===== config.mk =====
export PLATFORM = sky130hd
export DESIGN_NAME = ascon_fsm
export DESIGN_NICKNAME = d
export VERILOG_FILES = /design/src/rtl/ascon_pack.sv /design/src/rtl/ascon_fsm_round_counter.sv /design/src/rtl/ascon_fsm.sv
export SDC_FILE = /design/constraint.sdc
export NUM_CORES = 1
export LEC_CHECK = 0
export BUFFER_PORTS_ARGS = -buffer_cell sky130_fd_sc_hd__buf_2
export CORE_ASPECT_RATIO = 0.9
export CORE_MARGIN = 2
export CORE_UTILIZATION = 35
export DETAILED_ROUTE_END_ITERATION = 16
export PLACE_DENSITY_LB_ADDON = 0.3
export SYNTH_ARGS = -nofsm -noshare
export SYNTH_HDL_FRONTEND = slang
export SYNTH_SLANG_ARGS = --single-unit

===== constraint.sdc =====
create_clock -name clock_i -period 1.47 [get_ports clock_i]
set_input_delay 0.0735 -clock clock_i [delete_from_list [all_inputs] [get_ports clock_i]]
set_output_delay 0.0735 -clock clock_i [all_outputs]
set_load 0.005 [all_outputs]

===== src/rtl/ascon_pack.sv =====
// Shared types and constants for the ASCON-128 sequencing controller.
// The optional abort input is enabled by defining ASCON_FSM_ABORT_EN.
package ascon_pack;

    typedef enum logic [2:0] {
        IDLE    = 3'd0,
        INIT    = 3'd1,
        WAIT_AD = 3'd2,
        RUN_AD  = 3'd3,
        WAIT_PT = 3'd4,
        RUN_PT  = 3'd5,
        RUN_FIN = 3'd6,
        DONE    = 3'd7
    } type_fsm_state;

    localparam logic [3:0] ROUND_FIRST_PA = 4'd0;
    localparam logic [3:0] ROUND_FIRST_PB = 4'd6;
    localparam logic [3:0] ROUND_LAST     = 4'd11;

    function automatic logic is_last_round(input logic [3:0] round);
        return (round == ROUND_LAST);
    endfunction

endpackage


===== src/rtl/ascon_fsm_round_counter.sv =====
// Round index counter for the ASCON permutation: loads the first round of
// the a- or b-permutation and saturates at the last round.
import ascon_pack::*;

module round_counter (
    input  logic       clock_i,
    input  logic       resetb_i,
    input  logic       init_a_i,
    input  logic       init_b_i,
    input  logic       en_i,
    output logic [3:0] counter_o
);

    logic [3:0] r_counter;

    // Round index register; a load of 0 has priority over a load of 6.
    always_ff @(posedge clock_i or negedge resetb_i) begin
        if (!resetb_i) begin
            r_counter <= 4'd0;
        end else if (init_a_i) begin
            r_counter <= ROUND_FIRST_PA;
        end else if (init_b_i) begin
            r_counter <= ROUND_FIRST_PB;
        end else if (en_i && !is_last_round(r_counter)) begin
            r_counter <= r_counter + 4'd1;
        end else begin
            r_counter <= r_counter;
        end
    end

    assign counter_o = r_counter;

endmodule


===== src/rtl/ascon_fsm.sv =====
// ASCON-128 encryption sequencer driving a one-round-per-clock permutation.
// Define ASCON_FSM_ABORT_EN to add the abort_i input.
import ascon_pack::*;

module ascon_fsm #(
    parameter int NB_AD_BLOCKS = 1,
    parameter int NB_PT_BLOCKS = 3
) (
    input  logic       clock_i,
    input  logic       resetb_i,
    input  logic       start_i,
    input  logic       data_valid_i,
    output logic       data_ready_o,
    output logic       data_sel_o,
    output logic       en_reg_state_o,
    output logic       en_xor_data_o,
    output logic       en_xor_key_o,
    output logic       en_xor_key_end_o,
    output logic       en_xor_lsb_o,
    output logic [3:0] counter_o,
    output logic       en_cipher_o,
    output logic       en_tag_o,
    output logic       cipher_valid_o,
    output logic       busy_o,
    output logic       done_o
`ifdef ASCON_FSM_ABORT_EN
    ,
    input  logic       abort_i
`endif
);

    localparam int AD_W = $clog2(NB_AD_BLOCKS + 1);
    localparam int PT_W = $clog2(NB_PT_BLOCKS + 1);
    localparam logic [AD_W-1:0] AD_LAST_CNT  = AD_W'(NB_AD_BLOCKS);
    localparam logic [PT_W-1:0] PT_FINAL_IDX = PT_W'(NB_PT_BLOCKS - 1);

    type_fsm_state   r_state;
    logic [AD_W-1:0] r_ad_cnt;
    logic [PT_W-1:0] r_pt_cnt;
    logic            r_cipher_valid;

    logic            w_cnt_init_a;
    logic            w_cnt_init_b;
    logic            w_cnt_en;
    logic            w_last_round;
    logic            w_ad_last;
    logic            w_pt_final;
    logic            w_abort;

`ifdef ASCON_FSM_ABORT_EN
    assign w_abort = abort_i && (r_state != IDLE);
`else
    assign w_abort = 1'b0;
`endif

    assign w_last_round = is_last_round(counter_o);
    // r_ad_cnt already includes the block currently in its rounds.
    assign w_ad_last    = (r_ad_cnt == AD_LAST_CNT);
    // r_pt_cnt counts accepted blocks, so this flags the next block to accept.
    assign w_pt_final   = (r_pt_cnt == PT_FINAL_IDX);

    round_counter u_round_counter (
        .clock_i   (clock_i),
        .resetb_i  (resetb_i),
        .init_a_i  (w_cnt_init_a),
        .init_b_i  (w_cnt_init_b),
        .en_i      (w_cnt_en),
        .counter_o (counter_o)
    );

    // Datapath enables and round-counter control decoded from the state.
    always_comb begin
        data_ready_o     = 1'b0;
        data_sel_o       = 1'b0;
        en_reg_state_o   = 1'b0;
        en_xor_data_o    = 1'b0;
        en_xor_key_o     = 1'b0;
        en_xor_key_end_o = 1'b0;
        en_xor_lsb_o     = 1'b0;
        en_cipher_o      = 1'b0;
        en_tag_o         = 1'b0;
        done_o           = 1'b0;
        w_cnt_init_a     = 1'b0;
        w_cnt_init_b     = 1'b0;
        w_cnt_en         = 1'b0;
        case (r_state)
            IDLE: begin
                w_cnt_init_a = 1'b1;
            end
            INIT: begin
                en_reg_state_o   = 1'b1;
                data_sel_o       = (counter_o != ROUND_FIRST_PA);
                en_xor_key_end_o = w_last_round;
                w_cnt_init_b     = w_last_round;
                w_cnt_en         = !w_last_round;
            end
            WAIT_AD: begin
                data_ready_o = 1'b1;
                data_sel_o   = 1'b1;
                if (data_valid_i) begin
                    en_xor_data_o  = 1'b1;
                    en_reg_state_o = 1'b1;
                    w_cnt_en       = 1'b1;
                end else begin
                    w_cnt_en = 1'b0;
                end
            end
            RUN_AD: begin
                en_reg_state_o = 1'b1;
                data_sel_o     = 1'b1;
                if (w_last_round) begin
                    en_xor_lsb_o = w_ad_last;
                    // A single-block plaintext starts straight at the a-permutation.
                    w_cnt_init_a = w_ad_last && w_pt_final;
                    w_cnt_init_b = !(w_ad_last && w_pt_final);
                end else begin
                    w_cnt_en = 1'b1;
                end
            end
            WAIT_PT: begin
                data_ready_o = 1'b1;
                data_sel_o   = 1'b1;
                if (data_valid_i) begin
                    en_xor_data_o  = 1'b1;
                    en_cipher_o    = 1'b1;
                    en_reg_state_o = 1'b1;
                    en_xor_key_o   = w_pt_final;
                    w_cnt_en       = 1'b1;
                end else begin
                    w_cnt_en = 1'b0;
                end
            end
            RUN_PT: begin
                en_reg_state_o = 1'b1;
                data_sel_o     = 1'b1;
                if (w_last_round) begin
                    w_cnt_init_a = w_pt_final;
                    w_cnt_init_b = !w_pt_final;
                end else begin
                    w_cnt_en = 1'b1;
                end
            end
            RUN_FIN: begin
                en_reg_state_o = 1'b1;
                data_sel_o     = 1'b1;
                if (w_last_round) begin
                    en_xor_key_end_o = 1'b1;
                    en_tag_o         = 1'b1;
                    w_cnt_init_a     = 1'b1;
                end else begin
                    w_cnt_en = 1'b1;
                end
            end
            DONE: begin
                done_o       = 1'b1;
                w_cnt_init_a = 1'b1;
            end
            default: begin
                w_cnt_init_a = 1'b1;
            end
        endcase
        if (w_abort) begin
            w_cnt_init_a = 1'b1;
        end else begin
            w_cnt_init_a = w_cnt_init_a;
        end
    end

    assign busy_o         = (r_state != IDLE);
    assign cipher_valid_o = r_cipher_valid;

    // Main sequencing FSM with block counters and the cipher-valid flag.
    always_ff @(posedge clock_i or negedge resetb_i) begin
        if (!resetb_i) begin
            r_state        <= IDLE;
            r_ad_cnt       <= {AD_W{1'b0}};
            r_pt_cnt       <= {PT_W{1'b0}};
            r_cipher_valid <= 1'b0;
        end else if (w_abort) begin
            r_state        <= IDLE;
            r_ad_cnt       <= {AD_W{1'b0}};
            r_pt_cnt       <= {PT_W{1'b0}};
            r_cipher_valid <= 1'b0;
        end else begin
            r_cipher_valid <= en_cipher_o;
            case (r_state)
                IDLE: begin
                    r_ad_cnt <= {AD_W{1'b0}};
                    r_pt_cnt <= {PT_W{1'b0}};
                    if (start_i) begin
                        r_state <= INIT;
                    end else begin
                        r_state <= IDLE;
                    end
                end
                INIT: begin
                    if (w_last_round) begin
                        r_state <= WAIT_AD;
                    end else begin
                        r_state <= INIT;
                    end
                end
                WAIT_AD: begin
                    if (data_valid_i) begin
                        r_ad_cnt <= r_ad_cnt + AD_W'(1);
                        r_state  <= RUN_AD;
                    end else begin
                        r_state <= WAIT_AD;
                    end
                end
                RUN_AD: begin
                    if (w_last_round) begin
                        r_state <= w_ad_last ? WAIT_PT : WAIT_AD;
                    end else begin
                        r_state <= RUN_AD;
                    end
                end
                WAIT_PT: begin
                    if (data_valid_i) begin
                        r_pt_cnt <= r_pt_cnt + PT_W'(1);
                        r_state  <= w_pt_final ? RUN_FIN : RUN_PT;
                    end else begin
                        r_state <= WAIT_PT;
                    end
                end
                RUN_PT: begin
                    if (w_last_round) begin
                        r_state <= WAIT_PT;
                    end else begin
                        r_state <= RUN_PT;
                    end
                end
                RUN_FIN: begin
                    if (w_last_round) begin
                        r_state <= DONE;
                    end else begin
                        r_state <= RUN_FIN;
                    end
                end
                DONE: begin
                    r_state <= IDLE;
                end
                default: begin
                    r_state <= IDLE;
                end
            endcase
        end
    end

endmodule

==> results.sh, run 1 <==
export IMPL_status="finished, violations left"
export IMPL_violations="negative setup slack"
export IMPL_syn_num_nets=99
export IMPL_cts_buffer_depth=2
export IMPL_drive_above_1_share_pct=55.88
export IMPL_htree_levels=1
export IMPL_power_density_mw_per_mm2=1685
export IMPL_design_area_sq_mm=0.001280
export IMPL_post_route_period_util_pct=109.9
export IMPL_cts_sinks=11
export IMPL_worstPathCellList="ha_2 > and3b_2 > buf_6 > nand2_2 > nor3_2 > buf_2"
export IMPL_initial_core_util_pct=36.93
export IMPL_final_cells=163
export IMPL_nets=144
export IMPL_yosys_most_used_dff="dfrtp_1"
export IMPL_remaining_drc_errors=0
export IMPL_final_cell_mix="18 x buf_4, 16 x buf_2, 10 x buf_6, 9 x dfrtp_1, 7 x nand2_1"
export IMPL_max_freq_mhz=619.0
export IMPL_clock_latency_ps=270
export IMPL_portBuffers=19
export IMPL_slew_headroom_pct=77.74
export IMPL_antenna_cells=0
export IMPL_layout_commonest_cell="buf_4"
export IMPL_hold_slack_ps=121.9
export IMPL_slowest_stage="dfrtp_1"
export IMPL_crit_fanout=4
export IMPL_power_mw=2.157
export IMPL_cts_buffers=3
export IMPL_max_vdd_ir_drop_mv=0.9160
export IMPL_grt_max_degree=14
export IMPL_worstMarginPinSlew_ps=331.7
export IMPL_wirelength_mm=2.178
export IMPL_netlist_area_sq_um=805.8
export IMPL_ys_ff_latch=11
export IMPL_dieArea_sq_mm=0.002703
export IMPL_critPathMaxStageDelay_ps=380
export IMPL_avgViaCountPerCell=5.135
export IMPL_cp_required_ps=1400
export IMPL_async_flop_share_pct=100.0
export IMPL_critPathCaptureType="output pin"
export IMPL_final_max_slew_viol_count=0
export IMPL_gr_total_overflow=0
export IMPL_core_sq_mm=0.002182
export IMPL_hp_class="in2reg"
export IMPL_first_pass_iters=4
export IMPL_die_y_um=49.52
export IMPL_min_period_ps=1616
export IMPL_ys_warn_count=0
export IMPL_antenna_found_initial=0
export IMPL_postPlaceCellArea_sq_mm=0.001036
export IMPL_dr_first_iter_drc_count=12
export IMPL_fin_ws_ps=-145.5
export IMPL_crit_buf_inv=2
export IMPL_critical_path_class="reg2out"
export IMPL_path_clk_slew_ps=70
export IMPL_cpLargestDelayFamily="simple AND/OR/NAND/NOR gates"
export IMPL_root_buffer="clkbuf_4"
export IMPL_grt_pass1_vias=741
export IMPL_final_hold_violation_count=0
export IMPL_vias=837
export IMPL_critPathLaunchType="flop"
export IMPL_synth_edf_count=0
export IMPL_grt_total_usage_pct=16.81
export IMPL_grt_pass1_wl_mm=3.312
export IMPL_synth_cell_types=42
export IMPL_worst_clock_skew_ps=1.427
export IMPL_dp_hpwl_mm=1.460
export IMPL_io_pins=20
export IMPL_tritoncts="done"
export IMPL_arrival_ps=1540
export IMPL_rsz0062_at_grt="yes"
export IMPL_die_w_um=54.58
export IMPL_synth_cells=92
export IMPL_synth_seq_area_share_pct=34.16
export IMPL_ant_nets=0
export IMPL_postSynthAreaPerCell_sq_um=8.758
export IMPL_fillers=190
export IMPL_drv_cap=0
export IMPL_dp_cells=149
export IMPL_gp_congestion=0.8348
export IMPL_syn_to_final_growth_pct=58.85
export IMPL_rows=16
export IMPL_leakage_nw=0.6196
export IMPL_setup_viol_count_final=11
export IMPL_wl_per_cell_um=13.36
[sequential cells by signal, summed over array words and instances, names as in the netlist]
name	count
u_round_counter.counter_o	4
r_state	3
r_pt_cnt	2
cipher_valid_o	1
r_ad_cnt	1
[stage by stage]
step	TNS, ps	setup WS [ps]	util, %
floorplan	-127.3	-71.16	-
global placement	-15.14	-14.53	47.48
detailed placement	-240.4	-112.8	47.48
CTS	-836.0	-138.5	51.38
global route	-1678	-200.8	58.66
finish	-802.6	-145.5	58.66
[power breakdown]
group | switching, mW | internal (mW)
Combinational | 0.635 | 0.775
Sequential | 0.121 | 0.414
Clock | 0.106 | 0.105
[worst reg2reg max path: cells and delay by family (launching register included)]
kind	cells	cell delay (ps)
buffers and inverters	2	270
AND/OR/NAND/NOR	1	240
adder cells (fa/ha/maj)	1	200
flip-flops	1	410
AO/OA/AOI/OAI	1	350
[path summary, 6_finish.rpt]
check / start / depth (start not counted) / end / slack (ps)
max: u_round_counter.counter_o[0] / 6 / en_xor_lsb_o / -150
min: start_i / 3 / r_state[0] / 120
max reg2reg: u_round_counter.counter_o[0] / 5 / r_state[0] / -140
min reg2reg: r_pt_cnt[1] / 2 / r_pt_cnt[1] / 540
max in group asynchronous: resetb_i / 2 / r_state[2] / 1060
min in group asynchronous: resetb_i / 2 / r_pt_cnt[1] / 190
[area by class of cell]
class | count | area, sq um | share of cell area [%]
Clock buffer | 4 | 26.28 | 2.053
Inverter | 5 | 18.77 | 1.466
Multi-Input combinational cell | 69 | 545.5 | 42.62
Sequential cell | 11 | 277.8 | 21.70
Tap cell | 27 | 33.78 | 2.639
Timing Repair Buffer | 47 | 377.9 | 29.52
[timing repair]
item / in CTS / in global routing
cloned: 0 / 1
gates resized for setup: 7 / 24
hold buffers: 1 / 0
pin swaps: 5 / 5
setup buffers: 4 / 6
setup endpoints to repair: 13 / 18
hold endpoints to repair: 11 / 0
[cell usage after synthesis (2+ instances only)]
| library cell | count | area share, % |
|---|---|---|
| a21o_1 | 3 | 2.8 |
| a21oi_1 | 6 | 3.7 |
| and2_1 | 2 | 1.6 |
| and3_1 | 3 | 2.3 |
| buf_2 | 3 | 1.9 |
| buf_6 | 2 | 2.8 |
| dfrtp_1 | 11 | 34 |
| ha_1 | 3 | 4.7 |
| inv_1 | 4 | 1.9 |
| nand2_1 | 10 | 4.7 |
| nor2_1 | 7 | 3.3 |
| nor3_1 | 2 | 1.2 |
| nor3b_1 | 2 | 1.9 |
| nor4b_1 | 2 | 2.2 |
| o21a_1 | 2 | 1.9 |
| o21ai_0 | 3 | 1.9 |
| o21ai_1 | 2 | 1.2 |
[cells by family (layout without fill, tap and decap cells)]
logic type,after synthesis,count (layout),share of synthesized area (%)
mux,1,1,1.242
buf+inv,12,56,8.383
compound gates,25,25,22.98
simple gates,39,39,27.49
xor+xnor,1,1,1.087
fa+ha+maj,3,3,4.659
flops,11,11,34.16
[per-layer routing]
layer | up-vias | GRT usage [%] | routed length, um
li1 | 421 | - | -
met1 | 389 | 23.65 | 990
met2 | 25 | 24.90 | 1069
met3 | 2 | 3.636 | 100
met4 | 0 | 6.250 | 17
met5 | - | 0 | 0
Note: power is estimated with default switching activity, not from simulation.
==> inputs of run 2 (changes only) <==
- PLACE_DENSITY_LB_ADDON: 0.3 -> unset
==> run 2 against run 1 <==
Compared with the run above:
- the flow still finishes with violations (negative setup slack)
- sequential share of layout area fell by 1.7 points
- core utilization up 5.0 points
- global-route usage increased by 1.9 points
- clock-buffer cell count unchanged
- die area unchanged
- cell count increased by 4.9%
- worst setup slack improved by 1.7 ps
- maximum frequency rose by 0.11%
- flip-flop and latch count unchanged
- combinational power grew 11%
- clock skew fell by 0.87 ps
- non-clock buffer count rose by 8
- critical path type is now reg2reg
- largest cell class unchanged
==> results.sh, run 2 (synthesis results as in run 1) <==
export IMPL_remaining_drc_errors=0
export IMPL_gr_total_overflow=0
export IMPL_post_route_period_util_pct=109.8
export IMPL_vias=885
export IMPL_critPathMaxStageDelay_ps=410
export IMPL_wl_per_cell_um=13.65
export IMPL_io_pins=20
export IMPL_nets=152
export IMPL_fin_ws_ps=-143.8
export IMPL_portBuffers=19
export IMPL_violations="negative setup slack"
export IMPL_grt_pass1_wl_mm=3.698
export IMPL_grt_total_usage_pct=18.72
export IMPL_drv_cap=0
export IMPL_clkPwrFrac_pct=8.7
export IMPL_die_w_um=54.58
export IMPL_die_y_um=49.52
export IMPL_internal_power_mw=1.380
export IMPL_final_hold_violation_count=0
export IMPL_clock_latency_ps=260
export IMPL_final_cell_mix="23 x buf_4, 16 x buf_2, 13 x buf_6, 9 x dfrtp_1, 5 x nand2_1"
export IMPL_ant_nets=0
export IMPL_dr_first_iter_drc_count=18
export IMPL_max_freq_mhz=619.7
export IMPL_antenna_found_initial=0
export IMPL_worstPathCellList="ha_2 > and3b_2 > buf_6 > buf_6 > a222oi_1"
export IMPL_p_seq_share_pct=23.6
export IMPL_largest_reg_flops=4
export IMPL_switching_power_mw=0.9246
export IMPL_drive_above_1_share_pct=59.03
export IMPL_wirelength_mm=2.335
export IMPL_cts_buffer_depth=2
export IMPL_gp_congestion=0.8409
export IMPL_cpMostUsedCell="buf_6"
export IMPL_crit_fanout=5
export IMPL_core_sq_mm=0.002182
export IMPL_slowest_stage="a222oi_1"
export IMPL_critical_path_class="reg2reg"
export IMPL_rsz0062_at_grt="yes"
export IMPL_final_max_slew_viol_count=0
export IMPL_rows=16
export IMPL_path_clk_slew_ps=70
export IMPL_worstMarginPinSlew_ps=383.5
export IMPL_tritoncts="done"
export IMPL_avgViaCountPerCell=5.175
export IMPL_hp_class="in2reg"
export IMPL_netSwitchingFraction_pct=40.12
export IMPL_tns_ps=-826.1
export IMPL_antenna_cells=0
export IMPL_slew_headroom_pct=74.44
export IMPL_status="finished, violations left"
export IMPL_syn_to_final_growth_pct=72.36
export IMPL_dp_hpwl_mm=1.535
export IMPL_power_density_mw_per_mm2=1659
export IMPL_first_pass_iters=4
export IMPL_min_period_ps=1614
export IMPL_initial_core_util_pct=36.93
export IMPL_critPathLaunchType="flop"
export IMPL_leakage_nw=0.6675
export IMPL_root_buffer="clkbuf_4"
export IMPL_setup_viol_count_final=11
export IMPL_htree_levels=1
export IMPL_worst_clock_skew_ps=0.5595
export IMPL_cp_required_ps=1600
export IMPL_arrival_ps=1740
export IMPL_power_mw=2.305
export IMPL_grt_max_degree=14
export IMPL_dieArea_sq_mm=0.002703
export IMPL_critPathCaptureType="flop"
export IMPL_max_vdd_ir_drop_mv=0.9210
export IMPL_layout_commonest_cell="buf_4"
export IMPL_cts_sinks=11
export IMPL_pwr_share_comb_pct=67.6
export IMPL_grt_pass1_vias=800
export IMPL_cts_buffers=3
==> run 2: area by class of cell <==
class	count	area, sq um
repair buffers	55	444.2
well taps	27	33.78
inverters	5	18.77
flip-flops and latches	11	277.8
multi-input cells	69	588.1
clock buffers	4	26.28
fillers	187	793.3
==> run 2: path summary, 6_finish.rpt <==
kind | startpoint | endpoint | slack (ps) | cells after the start
min reg2reg | r_pt_cnt[1] | r_pt_cnt[1] | 540 | 2
max reg2reg | u_round_counter.counter_o[0] | r_state[0] | -140 | 5
max in group asynchronous | resetb_i | r_state[1] | 1040 | 2
min in group asynchronous | resetb_i | r_pt_cnt[0] | 200 | 2
max | u_round_counter.counter_o[0] | r_state[0] | -140 | 5
min | start_i | r_state[0] | 130 | 3
==> run 2: repair_timing <==
action	in CTS	in global routing
pin swaps	14	11
buffers inserted	8	7
resized for setup	18	24
hold buffers	1	0
setup endpoints to repair	14	15
endpoints found under the hold margin	11	0
==> run 2: worst max-delay path, delay by kind of cell (launching register included) <==
| kind | cells | cell delay [ps] |
|---|---|---|
| fa+ha+maj | 1 | 200 |
| flops | 1 | 400 |
| compound gates | 1 | 410 |
| simple gates | 1 | 250 |
| buf+inv | 2 | 230 |
==> run 2: through the flow <==
stage | cell area [sq um] | cells | hold slack [ps] | setup slack, ps | util (%)
floorplan | 824.5 | 92 | -222.1 | -71.16 | -
global placement | 1059 | 152 | -47.25 | -28.13 | 48.51
detailed placement | 1059 | 152 | -42.75 | -69.77 | 48.51
CTS | 1241 | 164 | 116.5 | -136.9 | 56.88
global route | 1389 | 171 | 128.5 | -184.4 | 63.65
finish | 1389 | 171 | 129.3 | -143.8 | 63.65
==> run 2: power by group through the flow <==
| stage | Clock, mW | Sequential [mW] | Combinational (mW) |
|---|---|---|---|
| 4_1_cts | 0.212 | 0.518 | 1.36 |
| 5_1_grt | 0.228 | 0.558 | 1.70 |
| 3_3_place_gp | 0 | 0.516 | 1.13 |
| 3_5_place_dp | 0 | 0.526 | 1.16 |
| 6_report | 0.202 | 0.545 | 1.56 |
| 2_1_floorplan | 0 | 0.533 | 0.679 |
==> run 2: metal layers <==
layer / GRT usage [%] / share of wire [%]
met1: 28.90 / 45
met2: 26.91 / 51
met3: 1.818 / 4.1
met4: 6.250 / 0.34
met5: 0 / 0
